### config.mk
export PLATFORM = sky130hd
export DESIGN_NAME = branch_predict_ctrl
export DESIGN_NICKNAME = d
export VERILOG_FILES = /design/src/rtl/branch_predict_ctrl.sv
export SDC_FILE = /design/constraint.sdc
export NUM_CORES = 1
export LEC_CHECK = 0
export BUFFER_PORTS_ARGS = -buffer_cell sky130_fd_sc_hd__buf_4
export CORE_MARGIN = 4
export CORE_UTILIZATION = 26
export CTS_CLUSTER_DIAMETER = 80
export DETAILED_ROUTE_END_ITERATION = 6
export GPL_TIMING_DRIVEN = 0
export PLACE_DENSITY_LB_ADDON = 0.1
export SLEW_MARGIN = 5
export SYNTH_ARGS = -nofsm -noshare
export SYNTH_HDL_FRONTEND = slang
export SYNTH_SLANG_ARGS = --single-unit
### constraint.sdc
create_clock -name clk -period 2.56 [get_ports clk]
set_input_delay 0.256 -clock clk [delete_from_list [all_inputs] [get_ports clk]]
set_output_delay 0.256 -clock clk [all_outputs]
set_load 0.005 [all_outputs]
### src/rtl/branch_predict_ctrl.sv
// Two-bit saturating-counter branch predictor with ID-stage resolution,
// misprediction redirect and saturating performance counters.
module branch_predict_ctrl #(
   parameter int         BHT_IDX_W  = 4,
   parameter int         CNT_W      = 16,
   parameter logic [1:0] INIT_STATE = 2'b01
) (
   input  logic             clk,
   input  logic             rst,
   input  logic [31:0]      pc_if,
   input  logic [5:0]       op_if,
   input  logic [5:0]       op_id,
   input  logic [31:0]      pc_id,
   input  logic [4:0]       rt_id,
   input  logic [31:0]      rf_rd1,
   input  logic [31:0]      rf_rd2,
   input  logic             pred_taken_id,
   input  logic [1:0]       Jump,
   input  logic             stall_id,
   output logic             pred_taken_if,
   output logic [1:0]       Branch,
   output logic             IF_flush,
   output logic [CNT_W-1:0] br_cnt,
   output logic [CNT_W-1:0] mispred_cnt
);

   localparam int NENT = 1 << BHT_IDX_W;

   localparam logic [5:0] OP_REGIMM = 6'b000001;
   localparam logic [5:0] OP_BEQ    = 6'b000100;
   localparam logic [5:0] OP_BNE    = 6'b000101;
   localparam logic [5:0] OP_BLEZ   = 6'b000110;
   localparam logic [5:0] OP_BGTZ   = 6'b000111;

   logic [NENT-1:0][1:0]  bht_q, bht_d;
   logic [CNT_W-1:0]      br_cnt_q, br_cnt_d, mis_cnt_q, mis_cnt_d;
   logic [BHT_IDX_W-1:0]  idx_if, idx_id;
   logic                  is_br_if, is_br_id, taken_id, resolved, mispred;
   logic signed [31:0]    rs_s, rt_s;

   // Only the index bits of the PCs feed the table.
   logic unused_pc_bits;
   assign unused_pc_bits = ^{pc_if[31:BHT_IDX_W+2], pc_if[1:0],
                             pc_id[31:BHT_IDX_W+2], pc_id[1:0]};

   assign idx_if = pc_if[BHT_IDX_W+1:2];
   assign idx_id = pc_id[BHT_IDX_W+1:2];
   assign rs_s   = rf_rd1;
   assign rt_s   = rf_rd2;

   // IF cannot see rt yet, so any REGIMM is treated as a branch there.
   assign is_br_if = (op_if == OP_REGIMM) || (op_if == OP_BEQ) || (op_if == OP_BNE) ||
                     (op_if == OP_BLEZ)   || (op_if == OP_BGTZ);

   assign pred_taken_if = is_br_if && bht_q[idx_if][1];

   always_comb begin
      is_br_id = 1'b1;
      taken_id = 1'b0;
      case (op_id)
         OP_BEQ:  taken_id = (rs_s == rt_s);
         OP_BNE:  taken_id = (rs_s != rt_s);
         OP_BLEZ: taken_id = (rs_s <= 0);
         OP_BGTZ: taken_id = (rs_s > 0);
         OP_REGIMM: begin
            if (rt_id == 5'b00000)      taken_id = (rs_s < 0);
            else if (rt_id == 5'b00001) taken_id = (rs_s >= 0);
            else                        is_br_id = 1'b0;
         end
         default: is_br_id = 1'b0;
      endcase
   end

   assign resolved = is_br_id && !stall_id;
   assign mispred  = resolved && (taken_id != pred_taken_id);

   always_comb begin
      Branch = 2'b00;
      if (mispred)            Branch = taken_id ? 2'b10 : 2'b11;
      else if (pred_taken_if) Branch = 2'b01;
   end

   assign IF_flush = mispred || ((Jump == 2'b01) && !stall_id);

   always_comb begin
      bht_d     = bht_q;
      br_cnt_d  = br_cnt_q;
      mis_cnt_d = mis_cnt_q;
      if (resolved) begin
         if (taken_id && bht_q[idx_id] != 2'b11)
            bht_d[idx_id] = bht_q[idx_id] + 2'b01;
         else if (!taken_id && bht_q[idx_id] != 2'b00)
            bht_d[idx_id] = bht_q[idx_id] - 2'b01;
         if (br_cnt_q != '1) br_cnt_d = br_cnt_q + 1'b1;
      end
      if (mispred && mis_cnt_q != '1) mis_cnt_d = mis_cnt_q + 1'b1;
   end

   always_ff @(posedge clk) begin
      if (rst) begin
         bht_q     <= {NENT{INIT_STATE}};
         br_cnt_q  <= '0;
         mis_cnt_q <= '0;
      end else begin
         bht_q     <= bht_d;
         br_cnt_q  <= br_cnt_d;
         mis_cnt_q <= mis_cnt_d;
      end
   end

   assign br_cnt      = br_cnt_q;
   assign mispred_cnt = mis_cnt_q;

endmodule

==> results.sh <==
export IMPL_status="finished, violations left"
export IMPL_violations="setup timing"
export IMPL_start_util_pct=26.6
export IMPL_critPathArrivalTime_ns=2.85
export IMPL_hold_viol_final=0
export IMPL_yosysTopAreaCell="dfxtp_1"
export IMPL_synth_cell_types=44
export IMPL_async_flop_share_pct=0
export IMPL_final_nets=737
export IMPL_grt_pass1_wl_um=19600
export IMPL_criticalPathCategory="reg2reg"
export IMPL_synth_edf_count=0
export IMPL_powerDensity_nw_per_um2=425
export IMPL_cts_sink_count=64
export IMPL_grt_max_degree=11
export IMPL_syn2layout_area_growth_pct=47.9
export IMPL_clk_latency_ns=0.34
export IMPL_rr_startpoint="bht_q[23]$_SDFFE_PP0P_"
export IMPL_crit_family="multiplexers"
export IMPL_vias_per_cell=4.85
export IMPL_drtPass1Iterations=4
export IMPL_fmax_ghz=0.377
export IMPL_wl_um=12500
export IMPL_path_buf_inv=0
export IMPL_reg2reg_slack_ns=-0.09
export IMPL_finalCritPeriodShare_pct=103
export IMPL_synth_area_um2=3880
export IMPL_path_cells="mux4_2 > mux4_2 > ha_4 > mux2_4 > or4_4 > mux2i_1"
export IMPL_tritoncts="built"
export IMPL_synthTopCellsByCount="dfxtp_1 (64), nor2_1 (54), mux2i_1 (39), xor2_1 (39), nand2b_1 (21)"
export IMPL_fin_util_pct=39.4
export IMPL_antenna_found_initial=0
export IMPL_row_count=44
export IMPL_holdCritPathClass="in2reg"
export IMPL_worstSetupEndpointType="flop"
export IMPL_rr_worst_depth=6
export IMPL_drtIter0Drc=194
export IMPL_syn_avg_cell_area_um2=9.03
export IMPL_drive_gt1_share_pct=38.7
export IMPL_gp_congestion=0.818
export IMPL_cts_max_path_buffers=2
export IMPL_hold_path_end="bht_q[29]$_SDFFE_PP0P_"
export IMPL_via_count=3732
export IMPL_hold_start="rst"
export IMPL_synth_nets=585
export IMPL_ant_nets=0
export IMPL_start_kind="flop"
export IMPL_ir_drop_v=0.000357
export IMPL_p_leak_nw=2.21
export IMPL_synth_top_area_share_pct=33.0
export IMPL_fillers=1429
export IMPL_holdPathStages=5
export IMPL_diodes=0
export IMPL_grt_use_total_pct=15.0
export IMPL_ios=187
export IMPL_synth_area_leaders="dfxtp_1 (33%), mux2i_1 (10%), xor2_1 (8.8%)"
export IMPL_wire_per_inst_um=16.2
export IMPL_clkTransAtPathRegs_ns=0.05
export IMPL_rsz0062_at_grt="true"
export IMPL_yosys_warnings=0
export IMPL_synth_ff_type="dfxtp_1"
export IMPL_crit_fanout=6
export IMPL_tightest_slew_ns=0.618
export IMPL_yosysSeqAreaShare_pct=33.0
export IMPL_grt_overflow_total=0
export IMPL_drv_slew=0
export IMPL_final_setup_viol_count=7
export IMPL_crit_slowest_cell="mux4_2"
export IMPL_htree_levels=3
export IMPL_numPortBuffers=130
export IMPL_relSlewSlack_pct=58.8
export IMPL_drv_cap=0
export IMPL_yosysMostFrequentCell="dfxtp_1"
export IMPL_crit_path_frequent_cell="mux4_2"
export IMPL_layout_setup_ws_ns=-0.0892
export IMPL_die_h_um=130
export IMPL_die_area_um2=17000
export IMPL_hpwl_um=9710
export IMPL_fp_dieW_um=130
export IMPL_grt_pass1_vias=3746
export IMPL_fin_hold_ws_ns=0.457
export IMPL_period_needed_ns=2.65
export IMPL_coreArea_um2=14600
export IMPL_ys_ff_latch=64
export IMPL_cts_made_buffers=9
export IMPL_fin_skew_ns=0.00519
export IMPL_cp_required_ns=2.76
export IMPL_syn_inst=430
export IMPL_cts_root_buffer="clkbuf_16"
export IMPL_max_stage_delay_ns=0.54
export IMPL_drc=0
[final cells by class]
cell class                 count  area, um^2  share of cell area (%)
multi-input combinational    338        2690                    46.7
tap                          184         230                    4.01
sequential                    64        1290                    22.4
clock buffer                  12         256                    4.47
buffer                        16         110                    1.92
inverter                      11        41.3                   0.719
clock inverter                 3        17.5                   0.305
timing repair buffer         142        1120                    19.4
[report_power, final]
group / internal, mW / switching [mW]
Clock: 0.699 / 0.442
Combinational: 0.163 / 0.141
Sequential: 0.998 / 0.000974
[per-stage QoR]
stage	setup WS, ns	instance area, um^2	power (mW)	instances	setup TNS [ns]
after floorplan	-0.0153	3910	1.12	430	-0.0163
after global placement	-0.589	5120	1.29	744	-15.04
after detailed placement	-0.604	5120	1.30	744	-17.29
after CTS	-0.0713	5510	2.47	763	-0.271
after global routing	-0.123	5740	2.55	770	-0.787
final	-0.0892	5740	2.44	770	-0.258
[per-layer routing]
metal	global-route usage (%)	share of wire, %	vias up
met5	0	0	-
met4	5.07	1.6	0
met3	3.64	5.1	18
met2	25.2	49	100
met1	18.7	45	1752
li1	-	-	1862
[worst max-delay path by stage]
| stage | from | endpoint | slack (ns) | cells past startpoint |
|---|---|---|---|---|
| floorplan | pc_id[2] | flop | -0.02 | 7 |
| global placement | rf_rd1[8] | mispred_cnt[1]$_SDFFE_PP0P_ | -0.59 | 13 |
| detailed placement | rf_rd1[24] | mispred_cnt[1]$_SDFFE_PP0P_ | -0.60 | 13 |
| CTS | bht_q[15]$_SDFFE_PP0P_ | flop | -0.07 | 6 |
| global route | bht_q[15]$_SDFFE_PP0P_ | flop | -0.12 | 6 |
| finish | bht_q[23]$_SDFFE_PP0P_ | flop | -0.09 | 6 |
[worst min-delay path, delay by kind of cell]
family | cells | cell delay (ns)
AND/OR/NAND/NOR | 1 | 0.11
multiplexers | 1 | 0.05
buffers and inverters | 3 | 0.32
[cell usage in the layout (no fill, tap or decap), types with 7 or more instances in the layout]
cell type  count
buf_4        138
dfxtp_1       59
nor2_1        40
xor2_1        39
mux2i_1       37
nand2b_1      21
nand2_1       20
a21oi_1       17
nor3_1        15
o21ai_0       14
mux4_2        14
or3_1         13
inv_1         10
nand3_1       10
clkbuf_1      10
nor2_2        10
clkbuf_16     10
nand4_1        9
nor4_2         8
nor4_1         7
[cell families (layout without fill, tap and decap cells)]
group | count (synthesis) | in the layout | share of synthesized area [%]
simple gates | 186 | 186 | 25.9
compound gates | 46 | 46 | 6.83
flops | 64 | 64 | 33.0
fa+ha+maj | 4 | 4 | 1.29
xor+xnor | 46 | 46 | 10.4
mux | 56 | 56 | 19.2
buf+inv | 28 | 184 | 3.48
[timing repair]
action                                  4_1_cts  5_1_grt
gates cloned                                  0        1
resized for setup                            21       34
buffers inserted                              4        7
pin swaps                                     0        9
endpoints found under the setup margin       44       48
hold buffers                                  0        0
Note: power is estimated with default switching activity, not from simulation.
